[src/rtl/vctr_frame_ctrl.sv]
// vctr_frame_ctrl: command-frame parser between the UART receiver and the
// vector output register bank. It parses sync/address/data byte frames,
// writes one 8-bit register per good frame, and discards and counts
// malformed or stalled frames.
// Optional build macro FRAME_CSUM_EN: adds a trailing checksum byte
// (addr ^ data) to every frame and checks it before the commit.
module vctr_frame_ctrl #(
    parameter logic [7:0] SYNC_BYTE = 8'hA5,
    parameter int         NREG      = 4,
    parameter int         ADDR_W    = 2,
    parameter int         TIMEOUT   = 48000,
    parameter int         TO_W      = 16
) (
    input  logic                clock,
    input  logic                rst,
    input  logic                rx_valid,
    input  logic [7:0]          rx_byte,
    output logic [8*NREG-1:0]   vctr_out,
    output logic                reg_we,
    output logic [ADDR_W-1:0]   reg_addr,
    output logic                frame_err,
    output logic [7:0]          err_cnt,
    output logic                busy
);

`ifdef FRAME_CSUM_EN
    typedef enum logic [1:0] {IDLE, GET_ADDR, GET_DATA, GET_CSUM} state_t;
`else
    typedef enum logic [1:0] {IDLE, GET_ADDR, GET_DATA} state_t;
`endif

    state_t              state_q, state_d;
    logic [TO_W-1:0]     cnt_q, cnt_d;
    logic [ADDR_W-1:0]   addr_q, addr_d;
    logic                drop_q, drop_d;
    logic [8*NREG-1:0]   vctr_q, vctr_d;
    logic                reg_we_q, reg_we_d;
    logic [ADDR_W-1:0]   reg_addr_q, reg_addr_d;
    logic                frame_err_q, frame_err_d;
    logic [7:0]          err_cnt_q, err_cnt_d;
`ifdef FRAME_CSUM_EN
    logic [7:0]          data_q, data_d;
    logic [7:0]          csum_exp;
`endif

    // Per-cycle frame outcome decided by the parser below.
    logic                commit;
    logic                discard;
    logic [7:0]          wdata;

`ifdef FRAME_CSUM_EN
    // The drop flag covers nonzero upper address bits, so only the latched
    // index bits can take part in a checksum that leads to a commit.
    assign csum_exp = {{(8-ADDR_W){1'b0}}, addr_q} ^ data_q;
`endif

    // Next-state, frame parsing, timeout and output-register update.
    always_comb begin
        // NOTE: every signal gets a default first so no path leaves one
        // unassigned, which would infer a latch.
        state_d     = state_q;
        cnt_d       = cnt_q;
        addr_d      = addr_q;
        drop_d      = drop_q;
        vctr_d      = vctr_q;
        reg_we_d    = 1'b0;
        reg_addr_d  = reg_addr_q;
        frame_err_d = 1'b0;
        err_cnt_d   = err_cnt_q;
        commit      = 1'b0;
        discard     = 1'b0;
        wdata       = 8'h00;
`ifdef FRAME_CSUM_EN
        data_d      = data_q;
`endif

        case (state_q)
            IDLE: begin
                cnt_d = '0;
                if (rx_valid && rx_byte == SYNC_BYTE) begin
                    state_d = GET_ADDR;
                end
            end
            GET_ADDR: begin
                // A sync byte here is just another address value.
                if (rx_valid) begin
                    addr_d  = rx_byte[ADDR_W-1:0];
                    drop_d  = |rx_byte[7:ADDR_W];
                    state_d = GET_DATA;
                end
            end
            GET_DATA: begin
                if (rx_valid) begin
`ifdef FRAME_CSUM_EN
                    data_d  = rx_byte;
                    state_d = GET_CSUM;
`else
                    wdata   = rx_byte;
                    commit  = !drop_q;
                    discard = drop_q;
                    state_d = IDLE;
`endif
                end
            end
`ifdef FRAME_CSUM_EN
            GET_CSUM: begin
                if (rx_valid) begin
                    wdata   = data_q;
                    commit  = !drop_q && (rx_byte == csum_exp);
                    discard = !commit;
                    state_d = IDLE;
                end
            end
`endif
            default: begin
                state_d = IDLE;
            end
        endcase

        // Inter-byte stall detection; a byte arriving in the expiry cycle wins.
        if (state_q != IDLE) begin
            if (rx_valid) begin
                cnt_d = '0;
            end else if (cnt_q == TO_W'(TIMEOUT - 1)) begin
                cnt_d   = '0;
                state_d = IDLE;
                discard = 1'b1;
            end else begin
                cnt_d = cnt_q + TO_W'(1);
            end
        end

        if (commit) begin
            vctr_d[8*addr_q +: 8] = wdata;
            reg_we_d              = 1'b1;
            reg_addr_d            = addr_q;
        end

        if (discard) begin
            frame_err_d = 1'b1;
            if (err_cnt_q != 8'hFF) begin
                err_cnt_d = err_cnt_q + 8'd1;
            end
        end
    end

    // State and output registers with synchronous reset.
    always_ff @(posedge clock) begin
        // NOTE: sequential state uses non-blocking assignments so every flop
        // samples the pre-edge values regardless of statement order.
        if (rst) begin
            // NOTE: the register bank is a handful of flops, not a RAM, and
            // must read back as zero after reset, so it is reset too.
            state_q     <= IDLE;
            cnt_q       <= '0;
            addr_q      <= '0;
            drop_q      <= 1'b0;
            vctr_q      <= '0;
            reg_we_q    <= 1'b0;
            reg_addr_q  <= '0;
            frame_err_q <= 1'b0;
            err_cnt_q   <= 8'h00;
`ifdef FRAME_CSUM_EN
            data_q      <= 8'h00;
`endif
        end else begin
            state_q     <= state_d;
            cnt_q       <= cnt_d;
            addr_q      <= addr_d;
            drop_q      <= drop_d;
            vctr_q      <= vctr_d;
            reg_we_q    <= reg_we_d;
            reg_addr_q  <= reg_addr_d;
            frame_err_q <= frame_err_d;
            err_cnt_q   <= err_cnt_d;
`ifdef FRAME_CSUM_EN
            data_q      <= data_d;
`endif
        end
    end

    assign vctr_out  = vctr_q;
    assign reg_we    = reg_we_q;
    assign reg_addr  = reg_addr_q;
    assign frame_err = frame_err_q;
    assign err_cnt   = err_cnt_q;
    assign busy      = (state_q != IDLE);

endmodule
[config.mk]
export PLATFORM = sky130hd
export DESIGN_NAME = vctr_frame_ctrl
export DESIGN_NICKNAME = d
export VERILOG_FILES = /design/src/rtl/vctr_frame_ctrl.sv
export SDC_FILE = /design/constraint.sdc
export NUM_CORES = 1
export LEC_CHECK = 0
export ABC_AREA = 1
export CAP_MARGIN = 10
export CELL_PAD_IN_SITES_DETAIL_PLACEMENT = 1
export CELL_PAD_IN_SITES_GLOBAL_PLACEMENT = 2
export CORE_MARGIN = 10
export CORE_UTILIZATION = 33
export CTS_BUF_LIST = sky130_fd_sc_hd__clkbuf_4 sky130_fd_sc_hd__clkbuf_8
export CTS_CLUSTER_DIAMETER = 120
export DETAILED_ROUTE_END_ITERATION = 10
export PLACE_DENSITY = 0.95
export SLEW_MARGIN = 20
export SYNTH_ARGS = -nofsm -noshare
export SYNTH_HDL_FRONTEND = slang
export SYNTH_SLANG_ARGS = --single-unit
[constraint.sdc]
create_clock -name clock -period 4.3 [get_ports clock]
set_input_delay 1.075 -clock clock [delete_from_list [all_inputs] [get_ports clock]]
set_output_delay 1.075 -clock clock [all_outputs]
set_load 0.005 [all_outputs]
==> summary.md <==
| Metric | Value |
|---|---|
| Clock skew | `0.0125 ns` |
| H-tree depth | `3` |
| WL/cell | `15.3 um` |
| Setup TNS | `0 ns` |
| Max VDD drop | `0.000163 V` |
| Unrepaired setup endpoints after global routing | `false` |
| Clock Pin Slew Worst Setup and Hold Paths | `0.07 ns` |
| Post-synth top area share | `44.0%` |
| Sequential element share of the synthesized area | `44.0%` |
| Antenna cells | `0` |
| CTS hold repair buffers | `0` |
| Antenna violations before repair | `0` |
| Die W | `115 um` |
| Met1 Use GR | `15.9%` |
| Clk root buf | `clkbuf_8` |
| Routed vias | `2,829` |
| Port buffer count | `55` |
| Grt met3 use | `5.61%` |
| Grt peak-use layer | `met2` |
| Post-Syn Area | `2950 um2` |
| R2R setup slack | `1.94 ns` |
| Post-cts sizing count | `0` |
| Yosys cell types | `33` |
| # DRC | `0` |
| Grt ovf | `0` |
| Crit path DAT | `2.96 ns` |
| Slowest cell on the critical path | `clkdlybuf4s50_1` |
| Drt first pass iters | `5` |
| First-pass GRT wire length | `14.5 mm` |
| Die Height | `115 um` |
| Worst path cell trace | `clkdlybuf4s50_1 -> nand3_4 -> nor2_8 -> nand2_4 -> nor3_4 -> nand3_1 -> a21oi_1` |
| Ys Warns | `0` |
| Antenna Violating Nets Remaining | `0` |
| Power Density | `323 nW/um2` |
| Crit end category | `register` |
| Post-Synthesis Cells | `388` |
| Status | `finished, final reports clean` |
| Crit start category | `input port` |
| Layout filler cell count | `1,076` |
| Clk Latency, worst-skew pair | `0.35 ns` |
| Crit path max fanout | `18` |
| Initial DRC count | `133` |
| Reg-to-Reg Start | `addr_q[0]` |
| Vias in the first global route | `2,945` |
| Mapped Avg Cell Area | `7.61 um2` |
| WS Path Type | `in2reg` |
| Pin count of the biggest net entering global routing | `39` |
| Cell count of the worst hold path | `1` |
| IO Count | `56` |
| Worst hold endpoint | `cnt_q[0]` |
| Final Wtd Congestion | `0.864` |
| Yosys top cell by area | `dfxtp_1` |
| Yosys reg bits | `65` |
| Fmax | `0.372 GHz` |
| Final Hold Viols | `0` |
| Hold Slack | `0.449 ns` |
| Leak | `1.26 nW` |
| Actual slew at the worst max-slew pin | `0.570 ns` |
| # rows | `34` |
| Initial Utilization | `33.9%` |
| Final Max Slew Viols | `0` |
| HP Start | `cnt_q[0]` |
| Setup bufs post-CTS | `0` |
| Longest Clk Path Bufs | `2` |
| Clock sink total | `65` |
| All-Layer GR Usage | `13.4%` |
| Die ar. | `13,100 um2` |
| CP peak stage delay | `0.63 ns` |
| Final #Nets | `461` |
| Synthesis-to-layout area growth | `29.2%` |
| Setup violators final | `0` |
| R2R cell count | `6` |
| Worst slew margin | `61.7%` |
| Ratio of cells with drive above 1 in the final layout | `8.04%` |
| CP Buf/Inv Count | `1` |
| RR Endpoint | `vctr_out[2]` |
| Vias/cell | `5.09` |
| Hpwl dp | `6.31 mm` |
| Hold Path Class | `reg2reg` |
| Max-Cap Viols | `0` |
| Met2 GRT Util | `21.9%` |
| Crit path time final | `2.69 ns` |
| Required time of the worst setup path | `4.58 ns` |
| Post-Syn Nets | `406` |
| CTS buffer count | `9` |
| CTS tree | `done` |
| Critical path's top delay family | `simple AND/OR/NAND/NOR gates` |
| Period utilisation layout | `62.5%` |
| Core area | `8720 um2` |
| Main area contributors after synthesis | `dfxtp_1 (44%), nand2_1 (12%), a21oi_1 (9.1%)` |
| WL final | `8.53 mm` |
worst max-delay path by stage:
stage	depth (start not counted)	end	slack (ns)	from
after global placement	7	vctr_out[19]	1.33	rx_valid
after floorplan	7	vctr_out[22]	2.22	rx_valid
final	7	vctr_out[19]	1.61	rx_valid
after global routing	7	vctr_out[30]	1.46	rx_valid
after CTS	7	vctr_out[19]	1.63	rx_valid
after detailed placement	7	vctr_out[19]	1.27	rx_valid
power breakdown:
| group | switching [W] | internal [W] |
|---|---|---|
| clock | 0.000244 | 0.000356 |
| combinational | 0.0000192 | 0.0000109 |
| sequential | 0.0000000815 | 0.000602 |
| total | 0.000263 | 0.000969 |
layer usage:
| metal | vias to the layer above | wire, um |
|---|---|---|
| met2 | 59 | 4080 |
| li1 | 1411 | - |
| met3 | 6 | 553 |
| met5 | - | 0 |
| met1 | 1353 | 3840 |
| met4 | 0 | 57 |
area by class of cell:
class                           instances  area (um2)  area share (%)
Timing Repair Buffer                   56         558            14.6
Tap cell                              108         135            3.54
Inverter                               32         120            3.15
Sequential cell                        65        1300            34.1
Clock buffer                           11         151            3.97
Multi-Input combinational cell        279        1470            38.6
Clock inverter                          5        77.6            2.03
synth_stat cells (all sizes together):
cell    instances
nand2          97
dfxtp          65
a21oi          55
nor2           34
inv            31
nand3          24
nand4          21
nor3           15
nor4            9
buf             7
ha              7
o21ai           6
clkbuf          5
xnor2           4
xor2            3
a211oi          1
clkinv          1
o31ai           1
or2             1
or3             1
worst reg2reg max path, stage by stage (launching register included):
cell and delay, ns:
dfxtp_1 0.39, inv_1 0.36, ha_1 0.43, clkinv_1 0.32, nor3_2 0.44, nand4_1 0.20
a21oi_1 0.15
kinds of logic after synthesis:
kind of cell | after synthesis | synth area share (%)
buf+inv | 44 | 6.06
compound gates | 63 | 11.0
fa+ha+maj | 7 | 2.96
simple gates | 202 | 33.9
xor+xnor | 7 | 2.08
flops | 65 | 44.0
registers in the layout (all words and copies together) (netlist names):
register	cells
reg_addr	2
addr_q	2
err_cnt	8
frame_err	1
reg_we	1
vctr_out	32
cnt_q	16
drop_q	1
state_q	2
through the flow:
| stage | worst slack [ns] | util (%) | cells | instance area (um2) | total power (W) |
|---|---|---|---|---|---|
| after floorplan | 2.22 | - | 388 | 2950 | 0.000630 |
| after global placement | 1.33 | 41.1 | 540 | 3590 | 0.000645 |
| after detailed placement | 1.27 | 41.1 | 540 | 3590 | 0.000646 |
| after CTS | 1.63 | 43.8 | 556 | 3820 | 0.00125 |
| after global routing | 1.46 | 43.8 | 556 | 3820 | 0.00128 |
| final | 1.61 | 43.8 | 556 | 3820 | 0.00123 |
placed cells by master (no fill, tap or decap), drive strengths merged, types with 11 or more instances in the layout:
cell type      count
nor2              34
clkbuf            11
a21oi             55
inv               31
nand3             24
dfxtp             65
clkdlybuf4s50     55
nand2             97
nor3              15
nand4             21
(Power assumes the default switching activity.)
